**config.mk**
```make
export PLATFORM = sky130hd
export DESIGN_NAME = cmd_push_arb
export DESIGN_NICKNAME = d
export VERILOG_FILES = /design/src/rtl/cmd_push_arb.sv
export SDC_FILE = /design/constraint.sdc
export NUM_CORES = 1
export LEC_CHECK = 0
export ABC_AREA = 1
export CAP_MARGIN = 5
export CORE_AREA = 8 8 209 211
export DETAILED_ROUTE_END_ITERATION = 8
export DIE_AREA = 0 0 217 219
export PLACE_DENSITY_LB_ADDON = 0.05
export SLEW_MARGIN = 20
export SYNTH_ARGS = -nofsm -noshare
export SYNTH_HDL_FRONTEND = slang
export SYNTH_SLANG_ARGS = --single-unit
```
**constraint.sdc**
```tcl
create_clock -name wt_clk -period 1.9 [get_ports wt_clk]
set_clock_uncertainty 0.05 [all_clocks]
set_input_delay 0.38 -clock wt_clk [delete_from_list [all_inputs] [get_ports wt_clk]]
set_output_delay 0.38 -clock wt_clk [all_outputs]
set_load 0.05 [all_outputs]
```
**src/rtl/cmd_push_arb.sv**
```systemverilog
// cmd_push_arb
//   Two-requester arbiter/sequencer in front of the cmd_fifo push port.
//   One requester owns the push port for a whole command, so commands are never
//   interleaved. A WT command is burst_cnt+1 consecutive beats, CMD and RD are a
//   single beat, and IDE is dropped without being forwarded. Ownership alternates
//   round-robin at command boundaries.
//
// Ports
//   wt_clk, rstn        push-domain clock, asynchronous active-low reset
//   req_valid/ready     per-requester beat handshake (bit i = requester i)
//   req_*               requester fields, requester i at [i*W +: W]
//   io_push_*           push port towards cmd_fifo (ready low = fifo full)
//   grant_id            requester currently owning the push port
//   busy                high while a command is being forwarded
//
// state   | meaning
// S_IDLE  | no owner; arbitrate among valid requesters (one bubble cycle)
// S_BURST | owner's beats pass straight through until its last beat fires

module cmd_push_arb #(
  parameter int TYPE_WIDTH = 2,
  parameter int ADDR_WIDTH = 27,
  parameter int BRST_WIDTH = 6,
  parameter int DATA_WIDTH = 128,
  parameter int MASK_WIDTH = 16
) (
  input  logic                    wt_clk,
  input  logic                    rstn,
  input  logic [1:0]              req_valid,
  output logic [1:0]              req_ready,
  input  logic [2*TYPE_WIDTH-1:0] req_type,
  input  logic [2*ADDR_WIDTH-1:0] req_addr,
  input  logic [2*BRST_WIDTH-1:0] req_burst_cnt,
  input  logic [2*DATA_WIDTH-1:0] req_wt_data,
  input  logic [2*MASK_WIDTH-1:0] req_wt_mask,
  output logic                    io_push_valid,
  input  logic                    io_push_ready,
  output logic [TYPE_WIDTH-1:0]   io_push_cmd_type,
  output logic [ADDR_WIDTH-1:0]   io_push_addr,
  output logic [BRST_WIDTH-1:0]   io_push_burst_cnt,
  output logic [DATA_WIDTH-1:0]   io_push_wt_data,
  output logic [MASK_WIDTH-1:0]   io_push_wt_mask,
  output logic                    grant_id,
  output logic                    busy
);

  typedef enum logic {
    S_IDLE  = 1'b0,
    S_BURST = 1'b1
  } state_t;

  localparam logic [TYPE_WIDTH-1:0] T_IDE = TYPE_WIDTH'(0);
  localparam logic [TYPE_WIDTH-1:0] T_WT  = TYPE_WIDTH'(2);
  localparam logic [BRST_WIDTH-1:0] CNT_ONE = BRST_WIDTH'(1);

  state_t                r_state;
  logic                  r_grant_id;
  logic                  r_rr_ptr;
  logic [BRST_WIDTH-1:0] r_beat_cnt;
  logic [TYPE_WIDTH-1:0] r_type;
  logic [BRST_WIDTH-1:0] r_burst_cnt;

  logic                  w_arb_id;
  logic [TYPE_WIDTH-1:0] w_arb_type;
  logic [BRST_WIDTH-1:0] w_arb_burst;
  logic                  w_is_ide;
  logic                  w_fire;
  logic                  w_last;

  // Round-robin pointer wins if it is requesting, otherwise the other side.
  assign w_arb_id    = req_valid[r_rr_ptr] ? r_rr_ptr : ~r_rr_ptr;
  assign w_arb_type  = w_arb_id ? req_type[2*TYPE_WIDTH-1:TYPE_WIDTH]
                                : req_type[TYPE_WIDTH-1:0];
  assign w_arb_burst = w_arb_id ? req_burst_cnt[2*BRST_WIDTH-1:BRST_WIDTH]
                                : req_burst_cnt[BRST_WIDTH-1:0];

  // Forwarded fields always follow the latched owner; they only matter
  // while io_push_valid is high.
  assign io_push_cmd_type  = r_grant_id ? req_type[2*TYPE_WIDTH-1:TYPE_WIDTH]
                                        : req_type[TYPE_WIDTH-1:0];
  assign io_push_addr      = r_grant_id ? req_addr[2*ADDR_WIDTH-1:ADDR_WIDTH]
                                        : req_addr[ADDR_WIDTH-1:0];
  assign io_push_burst_cnt = r_grant_id ? req_burst_cnt[2*BRST_WIDTH-1:BRST_WIDTH]
                                        : req_burst_cnt[BRST_WIDTH-1:0];
  assign io_push_wt_data   = r_grant_id ? req_wt_data[2*DATA_WIDTH-1:DATA_WIDTH]
                                        : req_wt_data[DATA_WIDTH-1:0];
  assign io_push_wt_mask   = r_grant_id ? req_wt_mask[2*MASK_WIDTH-1:MASK_WIDTH]
                                        : req_wt_mask[MASK_WIDTH-1:0];

  assign w_is_ide = (r_type == T_IDE);
  assign grant_id = r_grant_id;
  assign busy     = (r_state == S_BURST);

  always_comb begin
    req_ready     = 2'b00;
    io_push_valid = 1'b0;
    if (r_state == S_BURST) begin
      if (w_is_ide) begin
        // IDE is consumed from the requester but never reaches the fifo.
        req_ready[r_grant_id] = 1'b1;
      end else begin
        io_push_valid         = req_valid[r_grant_id];
        req_ready[r_grant_id] = io_push_ready;
      end
    end
  end

  assign w_fire = io_push_valid && io_push_ready;
  // Compare against the burst count latched at grant; the live field may change.
  assign w_last = w_fire && ((r_type != T_WT) || (r_beat_cnt == r_burst_cnt));

  always_ff @(posedge wt_clk or negedge rstn) begin
    if (!rstn) begin
      r_state     <= S_IDLE;
      r_grant_id  <= 1'b0;
      r_rr_ptr    <= 1'b0;
      r_beat_cnt  <= '0;
      r_type      <= '0;
      r_burst_cnt <= '0;
    end else begin
      case (r_state)
        S_IDLE: begin
          if (|req_valid) begin
            r_grant_id  <= w_arb_id;
            r_type      <= w_arb_type;
            r_burst_cnt <= w_arb_burst;
            r_beat_cnt  <= '0;
            r_state     <= S_BURST;
          end
        end
        S_BURST: begin
          if (w_is_ide) begin
            // A dropped IDE still counts as a command boundary for fairness.
            r_rr_ptr <= ~r_grant_id;
            r_state  <= S_IDLE;
          end else if (w_last) begin
            r_beat_cnt <= '0;
            r_rr_ptr   <= ~r_grant_id;
            r_state    <= S_IDLE;
          end else if (w_fire) begin
            r_beat_cnt <= r_beat_cnt + CNT_ONE;
          end
        end
        default: r_state <= S_IDLE;
      endcase
    end
  end

endmodule

```
Yosys cells after proc, flatten, opt, wreduce, memory -nomap -nowiden
Cells that the tools add are included.
W data, S select, Z words.

storage, ports and cells
  bits in registers = 17
  input port bits = 363
  output and inout port bits = 184
  word-level logic and storage cells = 58

operators by class
  add/sub/neg operators = 1
  $lt $le $gt $ge = 3
  equal/unequal tests = 5
  muxes and demuxes = 29
  bitwise logic cells = 4
  reduce and logical (&&, ||, !) cells = 10

operators by type and width
  cell                   number
  $mux W128              1
  $mux W6                6
  $mux W27               1
  $mux W16               1
  $mux W1                13
  $pmux W6 S2            1
  $mux W2                4
  $add A6 B1 Y6 const B  1
  $eq A6 B6 Y1           1
  $ne A2 B2 Y1 const B   3
  $lt A1 B2 Y1 const B   2
  $reduce_and A2 Y1      2
  $logic_and A1 B1 Y1    3
  $ne A3 B1 Y1 const B   1
  $not A1 Y1             3
  $reduce_and A3 Y1      1
  $and A2 B2 Y2          1
  $logic_not A2 Y1       1
  $pmux W1 S2            1
  $reduce_bool A2 Y1     1
  $reduce_or A2 Y1       1
  $demux W1 S1           1
  $ge A1 B1 Y1 const B   1
  $logic_or A1 B1 Y1     1

Longest topological paths before layout
  depth after elaboration = 9
  depth in mapped cells = 10

Worst setup path before layout
Ideal clock, no wire load.

  path type = reg2out
  from = register r_grant_id, in the netlist grant_id
  to = output port req_ready[1]
  arrival = 1.781 ns
  path slack = -0.311 ns
  cell stages (with the launch flop) = 5
  cells stage by stage = dfrtp_1 inv_1 buf_2 clkbuf_1 nor2_1

between the ends
  cells in the longest elaborated chain, start to end = 7
  elaborated cells between the ends (all ways) = 8
  classes of those cells = order compare: 2; mux: 4; bitwise: 1; reduce/logical: 1

RTL lines
  item                                                                       RTL line  source
  start, declared                                                            57        logic r_grant_id;
  start signal, assigned                                                     124       r_grant_id <= w_arb_id;
  $lt A1 B2 Y1 (not written as such) / $ge A1 B1 Y1 (equally long branches)  100, 103
  $logic_and A1 B1 Y1 (not written as such)                                  100, 103
  $mux W1 (not written as such)                                              100, 103
  $demux W1 S1 (*)                                                           100, 103
  $and A2 B2 Y2 (no source line)                                             -
  $mux W2 (*)                                                                98        if (w_is_ide) begin
  $mux W2 (*)                                                                97        if (r_state == S_BURST) begin
  end, declared                                                              30        output logic [1:0] req_ready,

Mark *: on every way between the ends. The rest lies on a longest branch, timed or not.

Final worst setup path
  from = register r_grant_id, in the netlist grant_id
  to = output port io_push_wt_mask[7]

between the ends
  cells in the longest elaborated chain, start to end = 1

RTL lines
  item           RTL line  source
  $mux W16       87        assign io_push_wt_mask = r_grant_id ? req_wt_mask[2*MASK_WIDTH-1:MASK_WIDTH]
  end, declared  42        output logic [MASK_WIDTH-1:0] io_push_wt_mask,

Every way passes these cells.

==> flow_metrics.env <==
export IMPL_first_iter_violations=273
export IMPL_vias_per_cell=3.54
export IMPL_antenna_left=0
export IMPL_yosys_area_top_type="nand2_1"
export IMPL_drc=0
export IMPL_num_vias=6411
export IMPL_root_buffer="clkbuf_16"
export IMPL_criticalPathCategory="flip-flop to primary output"
export IMPL_final_nets=1637
export IMPL_ys_ff_latch=17
export IMPL_avgSynthCellArea_um2=4.51
export IMPL_clkSinkCount=17
export IMPL_max_freq_mhz=496
export IMPL_worstPathRequired_ns=1.47
export IMPL_endpoint_kind="primary output"
export IMPL_worst_slack_ns=-0.118
export IMPL_fin_crit_ns=2.02
export IMPL_regToRegSetupSlack_ns=0.08
export IMPL_peakVddDrop_v=0.000688
export IMPL_pwr_share_seq=0.031
export IMPL_switchingPower_mw=11.7
export IMPL_nFillCells=4375
export IMPL_worstMarginPinSlew_ns=0.358
export IMPL_final_setup_viol_count=178
export IMPL_dieArea_um2=47500
export IMPL_yosysUniqueCellTypes=23
export IMPL_syn_to_final_growth_pct=292
export IMPL_grt_pass1_vias=6492
export IMPL_layout_drive_gt1_share=0.376
export IMPL_port_buffers=546
export IMPL_ioPinCount=547
export IMPL_cp_start_kind="flip-flop"
export IMPL_numCtsBuffers=3
export IMPL_final_setup_tns_ns=-8.07
export IMPL_grt_overflow=0
export IMPL_row_count=74
export IMPL_antenna_found_initial=5
export IMPL_ys_warn_count=0
export IMPL_dpl_cell_area_um2=11500
export IMPL_ff2ff_path_depth=10
export IMPL_cp_buffers_inverters=4
export IMPL_place_hpwl_um=33000
export IMPL_synth_area_leaders="nand2_1, dfrtp_1, buf_2"
export IMPL_netlist_area_leader_share=0.674
export IMPL_first_pass_iters=4
export IMPL_rr_endpoint="r_beat_cnt[3]"
export IMPL_start_util=0.0796
export IMPL_violations="setup timing"
export IMPL_grt_usage=0.143
export IMPL_grt_pass1_wl_um=49100
export IMPL_cts_max_path_buffers=2
export IMPL_max_slew_margin=0.761
export IMPL_cp_slowest_stage_delay_ns=0.54
export IMPL_final_util=0.312
export IMPL_power_frac_clock=0.020
export IMPL_fp_dieH_um=219
export IMPL_core_um2=40400
export IMPL_maxCapViolCount=0
export IMPL_crit_path_cell_trace="clkinv_8, buf_16, buf_8, nand2_2, nand2_2, buf_12"
export IMPL_syn_num_nets=1077
export IMPL_r2r_start="grant_id"
export IMPL_drt_total_wl_um=40100
export IMPL_outcome="finished, violations left"
export IMPL_crit_path_frequent_cell="nand2_2"
export IMPL_syn_inst=713
export IMPL_total_leakage_power_nw=5.73
export IMPL_cp_max_fo=9
export IMPL_finalCritPeriodShare=1.06
export IMPL_htree_num_levels=1
export IMPL_clkTransAtPathRegs_ns=0.06
export IMPL_powerDensity_nw_per_um2=1710
export IMPL_design_area_um2=12600
export IMPL_gp_congestion=0.812
export IMPL_internal_power_mw=9.84
export IMPL_ys_seq_area_frac=0.132
export IMPL_die_w_um=217
export IMPL_insertion_delay_ns=0.25
export IMPL_cts_tree="done"
export IMPL_hold_viol=0
export IMPL_syn_area_um2=3210
export IMPL_p_comb_frac=0.949
export IMPL_drv_slew=0
export IMPL_min_path_type="input pin to async pin"
export IMPL_critPathTopFamily="buffers and inverters"
export IMPL_wl_per_cell_um=22.1
export IMPL_crit_path_top_delay_cell="dfrtp_4"
export IMPL_grt_start_max_net_pins=78
export IMPL_grt_setup_unrepaired="yes"
export IMPL_critPathArrivalTime_ns=1.59
export IMPL_p_sw_frac=0.544
## registers in the layout, summed over array words and instances (netlist names)
signal	count
r_beat_cnt	6
r_burst_cnt	6
r_type	2
busy	1
grant_id	1
r_rr_ptr	1
## layout by cell type, fill, tap and decap left out, types with 2 or more instances in the layout
cell	n
clkbuf_16	13
clkdlybuf4s50_1	362
nand2_1	354
xor2_1	4
o22ai_1	6
inv_2	3
inv_1	16
nand3_1	5
buf_8	4
buf_6	6
buf_12	188
nand2_2	204
nor2_2	2
o21ai_2	2
nor2_1	13
dfrtp_1	16
o21ai_0	12
a21oi_2	2
buf_16	7
nand2_4	21
nand4_1	3
buf_4	18
diode_2	7
## logic make-up after synthesis
group,share of synthesized area
and+or+nand+nor,0.727
buffers and inverters,0.0787
AOI/OAI and AO/OA,0.0467
DFF,0.132
xor gates and xnor gates,0.0109
adders and majority gates,0.00389
## power by group through the flow
| stage | clock network, mW | logic, mW | registers [mW] |
|---|---|---|---|
| final | 0.436 | 20.5 | 0.674 |
| after floorplan | 0 | 8.78 | 0.685 |
| after global placement | 0 | 18.8 | 0.654 |
| after detailed placement | 0 | 18.8 | 0.652 |
| after CTS | 0.447 | 19.0 | 0.652 |
| after global routing | 0.464 | 21.5 | 0.704 |
## metrics by stage
step	total power, mW	instances	setup WS, ns	hold slack, ns
after floorplan	9.46	713	-0.0580	0.0344
after global placement	19.5	1774	-0.129	0.454
after detailed placement	19.4	1774	-0.163	0.451
after CTS	20.1	1778	-0.145	0.423
after global routing	22.7	1809	-0.169	0.439
final	21.6	1811	-0.118	0.412
## how the worst max path moves through the flow
stage               slack, ns              endpoint     startpoint  cells past startpoint
finish                  -0.12    io_push_wt_mask[7]       grant_id                      6
detailed placement      -0.16          req_ready[0]  io_push_ready                      5
floorplan               -0.06  io_push_wt_data[113]       grant_id                      6
CTS                     -0.14   io_push_wt_data[52]       grant_id                      6
global placement        -0.13          req_ready[0]  io_push_ready                      5
global route            -0.17    io_push_wt_mask[7]       grant_id                      6
## cells in the mapped netlist (all sizes together)
cell type / instances
nand2: 580
nor3: 1
nand4: 3
nor2: 16
dfrtp: 17
ha: 1
xor2: 4
clkbuf: 20
buf: 21
inv: 20
a21oi: 2
o22ai: 6
nand3: 6
o21ai: 16
## area by class of cell
class,instances,area (µm²),share of cell area
timing repair inverter,1,30.0,0.00238
timing repair buffer,595,8090,0.642
sequential,17,429,0.0340
inverter,20,87.6,0.00695
multi-input combinational,635,3210,0.254
tap,532,666,0.0528
clock buffer,4,78.8,0.00625
antenna,7,17.5,0.00139
## what timing repair did
item,CTS,global route
buffers inserted,0,13
cloned,0,14
pin swaps,6,18
hold buffers,0,0
endpoints found under the setup margin,182,182
endpoints found under the hold margin,0,0
gates resized for setup,26,165
## per-layer routing
metal	track usage	part of all wire
met3	0.0603	0.089
met2	0.296	0.57
met1	0.128	0.33
met4	0.0246	0.0097
met5	0	0
Power figures use the tool's default switching activity.
